--- src/rtl/trace_pkg.sv ---
// Shared types for the retirement trace buffer.
//   kind_e       : retire kind codes as delivered by the CPU retire point
//   trace_rec_t  : one captured trace record (kind, pc, addr, data)
//   buf_state_e  : RUN / DRAIN / DONE states of the buffer controller
//   REC_W        : packed width of trace_rec_t
package trace_pkg;

    localparam int unsigned REC_W = 52;

    typedef enum logic [3:0] {
        KIND_SUB  = 4'd0,
        KIND_MOVL = 4'd1,
        KIND_MOVH = 4'd2,
        KIND_JZ   = 4'd3,
        KIND_JNZ  = 4'd4,
        KIND_JS   = 4'd5,
        KIND_JNS  = 4'd6,
        KIND_LD   = 4'd7,
        KIND_ST   = 4'd8
    } kind_e;

    typedef struct packed {
        logic [3:0]  kind;
        logic [15:0] pc;
        logic [15:0] addr;
        logic [15:0] data;
    } trace_rec_t;

    typedef enum logic [1:0] {
        ST_RUN,
        ST_DRAIN,
        ST_DONE
    } buf_state_e;

endpackage

--- src/rtl/trace_fifo.sv ---
// Generic synchronous FIFO with first-word-fall-through read data.
// Ports:
//   clk, rst      : clock, synchronous active-high reset
//   push, wrData  : write request and data; honoured when not full, or when
//                   full and a pop is taken in the same cycle
//   pop, rdData   : read request (ignored when empty), head entry
//   full, empty   : occupancy flags
//   count         : number of stored entries (log2(DEPTH)+1 bits)
module trace_fifo #(
    parameter int unsigned WIDTH = 52,
    parameter int unsigned DEPTH = 8
) (
    input  logic                     clk,
    input  logic                     rst,
    input  logic                     push,
    input  logic [WIDTH-1:0]         wrData,
    input  logic                     pop,
    output logic [WIDTH-1:0]         rdData,
    output logic                     full,
    output logic                     empty,
    output logic [$clog2(DEPTH):0]   count
);

    localparam int unsigned AW = $clog2(DEPTH);
    localparam logic [AW:0] FULL_COUNT = (AW+1)'(DEPTH);

    logic [WIDTH-1:0] mem [DEPTH];
    logic [AW-1:0]    wrPtr;
    logic [AW-1:0]    rdPtr;
    logic [AW:0]      countQ;
    logic             doPush;
    logic             doPop;

    assign empty  = (countQ == '0);
    assign full   = (countQ == FULL_COUNT);
    assign count  = countQ;
    assign rdData = mem[rdPtr];

    // When full, a simultaneous pop frees the head slot, which is exactly
    // where wrPtr points, so the write lands there as the head moves on.
    assign doPop  = pop && !empty;
    assign doPush = push && (!full || doPop);

    always_ff @(posedge clk) begin
        if (rst) begin
            wrPtr  <= '0;
            rdPtr  <= '0;
            countQ <= '0;
        end else begin
            if (doPush) begin
                wrPtr <= wrPtr + 1'b1;
            end
            if (doPop) begin
                rdPtr <= rdPtr + 1'b1;
            end
            case ({doPush, doPop})
                2'b10:   countQ <= countQ + 1'b1;
                2'b01:   countQ <= countQ - 1'b1;
                default: countQ <= countQ;
            endcase
        end
    end

    always_ff @(posedge clk) begin
        if (doPush && !rst) begin
            mem[wrPtr] <= wrData;
        end
    end

endmodule

--- src/rtl/retire_trace_buf.sv ---
// Retirement trace buffer: captures one record per retired instruction into
// a FIFO and drains it over a valid/ready trace port. The CPU is never
// stalled; records arriving while the FIFO is full are dropped and counted
// in a saturating drop counter. After halt, the remaining records drain and
// done rises.
// Ports:
//   clk, rst            : clock, synchronous active-high reset
//   retire_*            : retire-point record inputs (kind, pc, reg/mem/jump)
//   halt                : CPU halted (level or pulse)
//   trace_valid/ready   : trace port handshake
//   trace_kind/pc/addr/data : head record fields
//   drop_count          : records lost to a full FIFO (saturating)
//   done                : halt seen and FIFO drained
//   filter_mask         : per-kind enable, present only with TRACE_FILTER_EN
// Optional build macro: TRACE_FILTER_EN adds filter_mask [8:0].
module retire_trace_buf
    import trace_pkg::*;
#(
    parameter int unsigned DEPTH  = 8,
    parameter int unsigned DROP_W = 16
) (
    input  logic              clk,
    input  logic              rst,
    input  logic              retire_valid,
    input  logic [3:0]        retire_kind,
    input  logic [15:0]       retire_pc,
    input  logic [3:0]        retire_reg_addr,
    input  logic [15:0]       retire_reg_data,
    input  logic [15:0]       retire_mem_addr,
    input  logic [15:0]       retire_mem_data,
    input  logic              retire_jump_taken,
    input  logic [15:0]       retire_jump_addr,
    input  logic              halt,
`ifdef TRACE_FILTER_EN
    input  logic [8:0]        filter_mask,
`endif
    output logic              trace_valid,
    input  logic              trace_ready,
    output logic [3:0]        trace_kind,
    output logic [15:0]       trace_pc,
    output logic [15:0]       trace_addr,
    output logic [15:0]       trace_data,
    output logic [DROP_W-1:0] drop_count,
    output logic              done
);

    localparam int unsigned AW = $clog2(DEPTH);
    localparam logic [AW:0] ONE_ENTRY = (AW+1)'(1);

    buf_state_e  state;
    buf_state_e  nextState;
    trace_rec_t  rec;
    trace_rec_t  head;
    logic        kindKnown;
    logic        kindEnabled;
    logic        pushEnable;
    logic        pushReq;
    logic        popReq;
    logic        pushAccepted;
    logic        dropNow;
    logic        fifoFull;
    logic        fifoEmpty;
    logic [AW:0] fifoCount;
    logic [REC_W-1:0] fifoRdData;
    logic [DROP_W-1:0] dropCountQ;

    // Record formation from the retire inputs.
    always_comb begin
        rec.kind  = retire_kind;
        rec.pc    = retire_pc;
        rec.addr  = '0;
        rec.data  = '0;
        kindKnown = 1'b1;
        case (retire_kind)
            KIND_SUB, KIND_MOVL, KIND_MOVH, KIND_LD: begin
                rec.addr = {12'b0, retire_reg_addr};
                rec.data = retire_reg_data;
            end
            KIND_ST: begin
                rec.addr = retire_mem_addr;
                rec.data = retire_mem_data;
            end
            KIND_JZ, KIND_JNZ, KIND_JS, KIND_JNS: begin
                rec.addr = retire_jump_taken ? retire_jump_addr
                                             : retire_pc + 16'd2;
                rec.data = {15'b0, retire_jump_taken};
            end
            default: begin
                kindKnown = 1'b0;
            end
        endcase
    end

`ifdef TRACE_FILTER_EN
    logic [15:0] maskExt;
    assign maskExt     = {7'b0, filter_mask};
    assign kindEnabled = maskExt[retire_kind];
`else
    assign kindEnabled = 1'b1;
`endif

    // Controller: RUN accepts pushes; DRAIN only pops; DONE is terminal.
    always_ff @(posedge clk) begin
        if (rst) begin
            state <= ST_RUN;
        end else begin
            state <= nextState;
        end
    end

    always_comb begin
        nextState  = state;
        pushEnable = 1'b0;
        done       = 1'b0;
        case (state)
            ST_RUN: begin
                pushEnable = 1'b1;
                if (halt) begin
                    nextState = ST_DRAIN;
                end
            end
            ST_DRAIN: begin
                // Go to DONE on the edge where the FIFO becomes empty so done
                // is visible in the cycle right after the last pop.
                if ((fifoCount == '0) || ((fifoCount == ONE_ENTRY) && popReq)) begin
                    nextState = ST_DONE;
                end
            end
            ST_DONE: begin
                done = 1'b1;
            end
            default: begin
                nextState = ST_RUN;
            end
        endcase
    end

    assign popReq       = trace_valid && trace_ready;
    assign pushReq      = retire_valid && kindKnown && kindEnabled && pushEnable;
    assign pushAccepted = pushReq && (!fifoFull || popReq);
    assign dropNow      = pushReq && !pushAccepted;

    always_ff @(posedge clk) begin
        if (rst) begin
            dropCountQ <= '0;
        end else if (dropNow && (dropCountQ != '1)) begin
            dropCountQ <= dropCountQ + 1'b1;
        end
    end

    assign drop_count = dropCountQ;

    trace_fifo #(
        .WIDTH (REC_W),
        .DEPTH (DEPTH)
    ) u_fifo (
        .clk    (clk),
        .rst    (rst),
        .push   (pushAccepted),
        .wrData (rec),
        .pop    (popReq),
        .rdData (fifoRdData),
        .full   (fifoFull),
        .empty  (fifoEmpty),
        .count  (fifoCount)
    );

    assign head        = trace_rec_t'(fifoRdData);
    assign trace_valid = !fifoEmpty;
    assign trace_kind  = head.kind;
    assign trace_pc    = head.pc;
    assign trace_addr  = head.addr;
    assign trace_data  = head.data;

endmodule
--- config.mk ---
export PLATFORM = sky130hd
export DESIGN_NAME = retire_trace_buf
export DESIGN_NICKNAME = d
export VERILOG_FILES = /design/src/rtl/trace_pkg.sv /design/src/rtl/trace_fifo.sv /design/src/rtl/retire_trace_buf.sv
export SDC_FILE = /design/constraint.sdc
export NUM_CORES = 1
export LEC_CHECK = 0
export CORE_MARGIN = 2
export CORE_UTILIZATION = 57
export CTS_CLUSTER_SIZE = 28
export DETAILED_ROUTE_END_ITERATION = 7
export PLACE_DENSITY_LB_ADDON = 0.2
export SETUP_SLACK_MARGIN = 0.05
export SKIP_CTS_REPAIR_TIMING = 1
export SYNTH_ARGS = -nofsm -noshare
export SYNTH_HDL_FRONTEND = slang
export SYNTH_HIERARCHICAL = 1
export SYNTH_SLANG_ARGS = --single-unit
--- constraint.sdc ---
create_clock -name clk -period 11.3 [get_ports clk]
set_input_delay 3.39 -clock clk [delete_from_list [all_inputs] [get_ports clk]]
set_output_delay 3.39 -clock clk [all_outputs]
set_load 0.01 [all_outputs]
Word level (Yosys, flattened, before mapping) --
Memories as Yosys holds them, arrays and structs flattened. A register that Yosys moved wholly into a read port is not among the register bits. Index checks and enable logic that the tools add are counted.
Word-level totals: register bits 28, memory bits (writable) 416, bits of input ports 94, output and inout bits 70, memories 1
Cells by class: $add $sub $neg 6, equality and inequality tests 17, multiplexer cells 13, bitwise logic cells 1, reductions and logical operators 25
Memory list:
- u_fifo.mem | depth 8, width 52, read ports 1, clocked after memory_dff 1, wr ports 1, RTL line trace_fifo.sv:27 | logic [WIDTH-1:0] mem [DEPTH];
Operators by type and width (count):
- case mux 32 bit (3 select lines) | 1
- adder 16 x 1 -> 16 bit (second input constant) | 1
- adder 16 x 2 -> 16 bit (second input constant) | 1
- equality test 4 x 3 -> 1 bit (second input constant) | 4
- 2-to-1 mux 16 bit | 1
- inequality test 16 bit (second input constant) | 1
- logical AND 1 bit | 10
- OR reduction 9 bit | 1
- equality test 4 x 1 -> 1 bit (second input constant) | 2
- equality test 4 x 2 -> 1 bit (second input constant) | 2
- equality test 4 bit (second input constant) | 2
- zero test 4 bit | 2
- case mux 4 bit (2 select lines) | 1
- OR reduction 4 bit | 2
- adder 3 x 1 -> 3 bit (second input constant) | 2
- 2-to-1 mux 3 bit | 2
- case mux 2 bit (3 select lines) | 1
- 2-to-1 mux 1 bit | 5
- adder 4 x 1 -> 4 bit (second input constant) | 1
- equality test 2 x 1 -> 1 bit (second input constant) | 2
- equality test 2 bit (second input constant) | 2
- zero test 1 bit | 4
- 2-to-1 mux 2 bit | 2
- inequality test 2 bit (second input constant) | 2
- other kinds (6) | 8

Depth between registers and ports, before layout --
word-level depth 10, depth in mapped cells 15, depth with buffers taken out 13

Cells and area by module --
The synthesis kept the hierarchy.
By module, submodules not included:
- trace_fifo | instances 1, cells each 687, area each 16378.2 um^2
- retire_trace_buf | instances 1, cells each 248, area each 1825.5 um^2

Worst setup path after synthesis --
OpenSTA, ideal clock, no wires.
path kind in2reg, start point in retire_kind[0], end point mem u_fifo.mem[0][0], enable pin, setup time 0.609 ns, data arrival time 10.033 ns, data required time 10.691 ns, path slack 0.658 ns, stages on the path 7, path buffers 3, cell sequence o31a_1 -> buf_6 -> clkbuf_1 -> nor2_1 -> clkbuf_1 -> o21ai_2 -> nor4b_1
On the way: cells in the longest elaborated chain, start to end 10, elaborated cells on any way between the ends 18, those cells by class eq/ne (8); mux (3); reduce/logical (7)
Ends and longest elaborated chain:
- start: declaration | RTL line retire_trace_buf.sv:25 | input logic [3:0] retire_kind,
- equality test 4 x 2 -> 1 bit (tied with other cells) | RTL line retire_trace_buf.sv:74 | case (retire_kind)
- OR reduction 9 bit (no source line) (*)
- 2-to-1 mux 1 bit (*) | RTL line retire_trace_buf.sv:74
- logical AND 1 bit (*) (2 in series) | RTL line retire_trace_buf.sv:139 | assign pushReq = retire_valid && kindKnown && kindEnabled && pushEnable;
- logical AND 1 bit (*) | RTL line retire_trace_buf.sv:140 | assign pushAccepted = pushReq && (!fifoFull || popReq);
- via pushAccepted | RTL line retire_trace_buf.sv:59 | logic pushAccepted;
- logical AND 1 bit (*) | RTL line trace_fifo.sv:42 | assign doPush = push && (!full || doPop);
- logical AND 1 bit (*) | RTL line trace_fifo.sv:65 | if (doPush && !rst) begin
- 2-to-1 mux 1 bit (*) | RTL line trace_fifo.sv:65
- 2-to-1 mux 1 bit (implied by the code) (*) | RTL line trace_fifo.sv:66 | mem[wrPtr] <= wrData;
- end: declaration | RTL line trace_fifo.sv:27
Mark *: on every way through the listed nets, which the timed path passes. The rest lies on a longest branch.

Final worst setup path --
start point in retire_kind[0], end point mem u_fifo.mem[1][29], enable pin
Same word-level chain as after synthesis.

==> impl_metrics.toml <==
[placed_design]
place_ws_ns = 3.73
gp_congestion = 0.815
port_buffers = 163
dp_hpwl_microns = 21500

[power_and_ir_drop]
ir_worst_vdd_uv = 165
powerDensity_nw_per_um2 = 166
comb_power_share_pct = 10.3
intPower_w = 0.00281
finalPower_w = 0.00359
switching_share_pct = 21.7
power_switching_w = 0.000780
power_leakage_nw = 6.81
p_clk_share_pct = 37.7
seqPwrFrac_pct = 52.0

[timing]
hold_viol_final = 0
finalCritPeriodShare_pct = 62.2
worst_slack_ns = 4.27
fmax_mhz = 142
finalSetupViolCount = 0
period_minus_slack_ns = 7.03
slew_viol_final = 0
tightestPinTransition_ns = 1.01
setup_tns_ns = 0
timing.slew.headroom_pct = 31.7
skew_ns = 0.0166
rsz0062_at_grt = "no"

[setup_path]
worstSetupPathType = "input port to flop"
worstPathRequired_ns = 11.45
crit_path_end_kind = "flop"
crit_arrival_ns = 7.18
r2r_cells = 9
critPathMaxFanout = 42
startpoint_type = "input port"
r2r-end = "u_fifo/mem[1][29]"
r2r_setup_slack_ns = 7.24
rr_startpoint = "u_fifo/count[0]"

[route]
vias_per_cell = 6.15
wl_microns = 37600
first_pass_iters = 5
drtIter0Drc = 860
routedWlPerCell_microns = 24.3
vias = 9531
drc = 0
drt.antenna.violating_nets = 0

[global_routing]
grt_max_degree = 63
antenna_found_initial = 0
grt_pass1_wl_microns = 57700
grt-ovfl-total = 0
grt_pass1_vias = 9876
groute.usage.overall_pct = 23.2

[clock_tree]
cts_htree_levels = 2
clk_pin_slew_ns = 0.06
cts_sinks = 447
clk_latency_ns = 0.54
cts_root_buffer = "clkbuf_16"
cts_tree = "done"
clockBufferDepth = 3
numCtsBuffers = 44

[job]
drv_cap = 0

[final_layout]
nFillCells = 2015
diodes = 0
nets = 1215
drive_gt1_share_pct = 23.0
register_area_sq_um = 13100
area_growth_pct = 18.5
multi_input_comb_area_sq_um = 4820
fin_util_pct = 68.5

[floorplan]
core_area_sq_um = 31500
die_x_microns = 183
die-area_sq_um = 33400
pin_count = 164
row_count = 65
initial_core_util_pct = 57.8
die_y_microns = 183

[synth]
syn_avg_cell_area_sq_um = 19.5
yosysSeqAreaShare_pct = 72.0
syn_area_sq_um = 18200
ys_types = 61
synth_edf_count = 416
ys_warn_count = 6
synthArstFlopShare_pct = 0
synth_ff_type = "edfxtp_1"
syn_inst = 935
syn-num-nets = 1036
synth_seq_cells = 447

[hold_path]
hp-start = "drop_count[1]"
holdPathStages = 2
hold_end = "drop_count[1]"
worstHoldPathType = "flop to flop"

[run_status]
status = "finished clean"
==> area by class of cell <==
type	count	area share, %
inverter	6	0.104
clock buffer	54	5.38
timing repair buffer	182	8.20
sequential	447	60.8
clock inverter	25	0.789
tap	402	2.33
multi-input combinational	433	22.4
==> Yosys cell counts, drive strengths merged (9+ instances only) <==
library cell,instances,area (sq um)
a21oi,9,45.0
a22oi,18,135
buf,24,205
clkbuf,25,95.1
dfxtp,31,621
edfxtp,416,12500
mux2,58,657
mux4,104,2350
nand2,30,113
nand3,11,55.1
nand4,10,68.8
nor2,59,221
nor3,14,70.1
nor4,11,105
o21ai,9,48.8
xnor2,20,175
xor2,14,123
==> layout by cell type, fill, tap and decap left out, drive strengths merged, types with 4 or more instances in the layout <==
cell type      instances
clkdlybuf4s50        162
nand2                 30
xor2                  14
nor2                  59
mux4                 104
nand4                 10
edfxtp               416
inv                    8
nor2b                  4
nand2b                 4
o21ai                  9
a22oi                 18
clkbuf                54
nor4                  11
a22o                   6
clkinv                20
a21oi                  9
a32oi                  5
buf                   20
nand3                 11
mux2                  58
ha                     6
dfxtp                 31
nor3                  14
xnor2                 20
==> how the worst max path moves through the flow <==
stage	start	to	cells after the start
2_1_floorplan	retire_kind[0]	u_fifo/mem[0][0]	7
5_1_grt	retire_kind[0]	u_fifo/mem[1][43]	7
6_report	retire_kind[0]	u_fifo/mem[1][29]	7
4_1_cts	retire_kind[0]	u_fifo/mem[1][29]	7
3_3_place_gp	retire_kind[0]	u_fifo/mem[1][42]	7
3_5_place_dp	retire_kind[0]	u_fifo/mem[1][48]	7
==> per-stage QoR <==
step / cell area, sq um / hold WS, ns / std cells
2_1_floorplan: 18200 / 0.468 / 935
3_3_place_gp: 20200 / 0.484 / 1470
3_5_place_dp: 20200 / 0.495 / 1470
4_1_cts: 21600 / 0.507 / 1549
5_1_grt: 21600 / 0.540 / 1549
6_report: 21600 / 0.512 / 1549
==> routing by layer <==
metal	GRT usage, %	vias up	share of wire [%]
li1	-	4183	-
met1	31.5	4947	41
met2	38.6	346	50
met3	4.47	55	6.7
met4	6.94	0	2.3
met5	0	-	0
==> critical path: stages <==
cell and delay (ns):
clkdlybuf4s50_1 0.62, o31a_1 0.38, buf_4 0.24, nor2_1 0.62, o21ai_2 0.28, nor3_2 0.85
buf_4 0.72
==> power by group through the flow <==
stage	Sequential [W]	Combinational, W	Clock, W
floorplan	0.00189	0.000233	0
global placement	0.00190	0.000367	0
detailed placement	0.00190	0.000372	0
CTS	0.00187	0.000374	0.00138
global route	0.00187	0.000399	0.00144
finish	0.00187	0.000369	0.00135
==> cells by family (layout without fill, tap and decap cells) <==
group / count (synthesis) / after routing / synth area share [%]
mux: 165 / 165 / 16.7
simple gates: 162 / 162 / 4.70
xor+xnor: 34 / 34 / 1.64
buf+inv: 55 / 267 / 1.77
fa+ha+maj: 7 / 7 / 0.522
flops: 447 / 447 / 72.0
compound gates: 65 / 65 / 2.63
==> flip-flops by register name (all words and copies together) (netlist names), named ones only <==
name and cells:
u_fifo/count 4, u_fifo/mem 416, u_fifo/rdPtr 3, u_fifo/wrPtr 3, state 2, drop_count 16
Power figures use the tool's default switching activity.
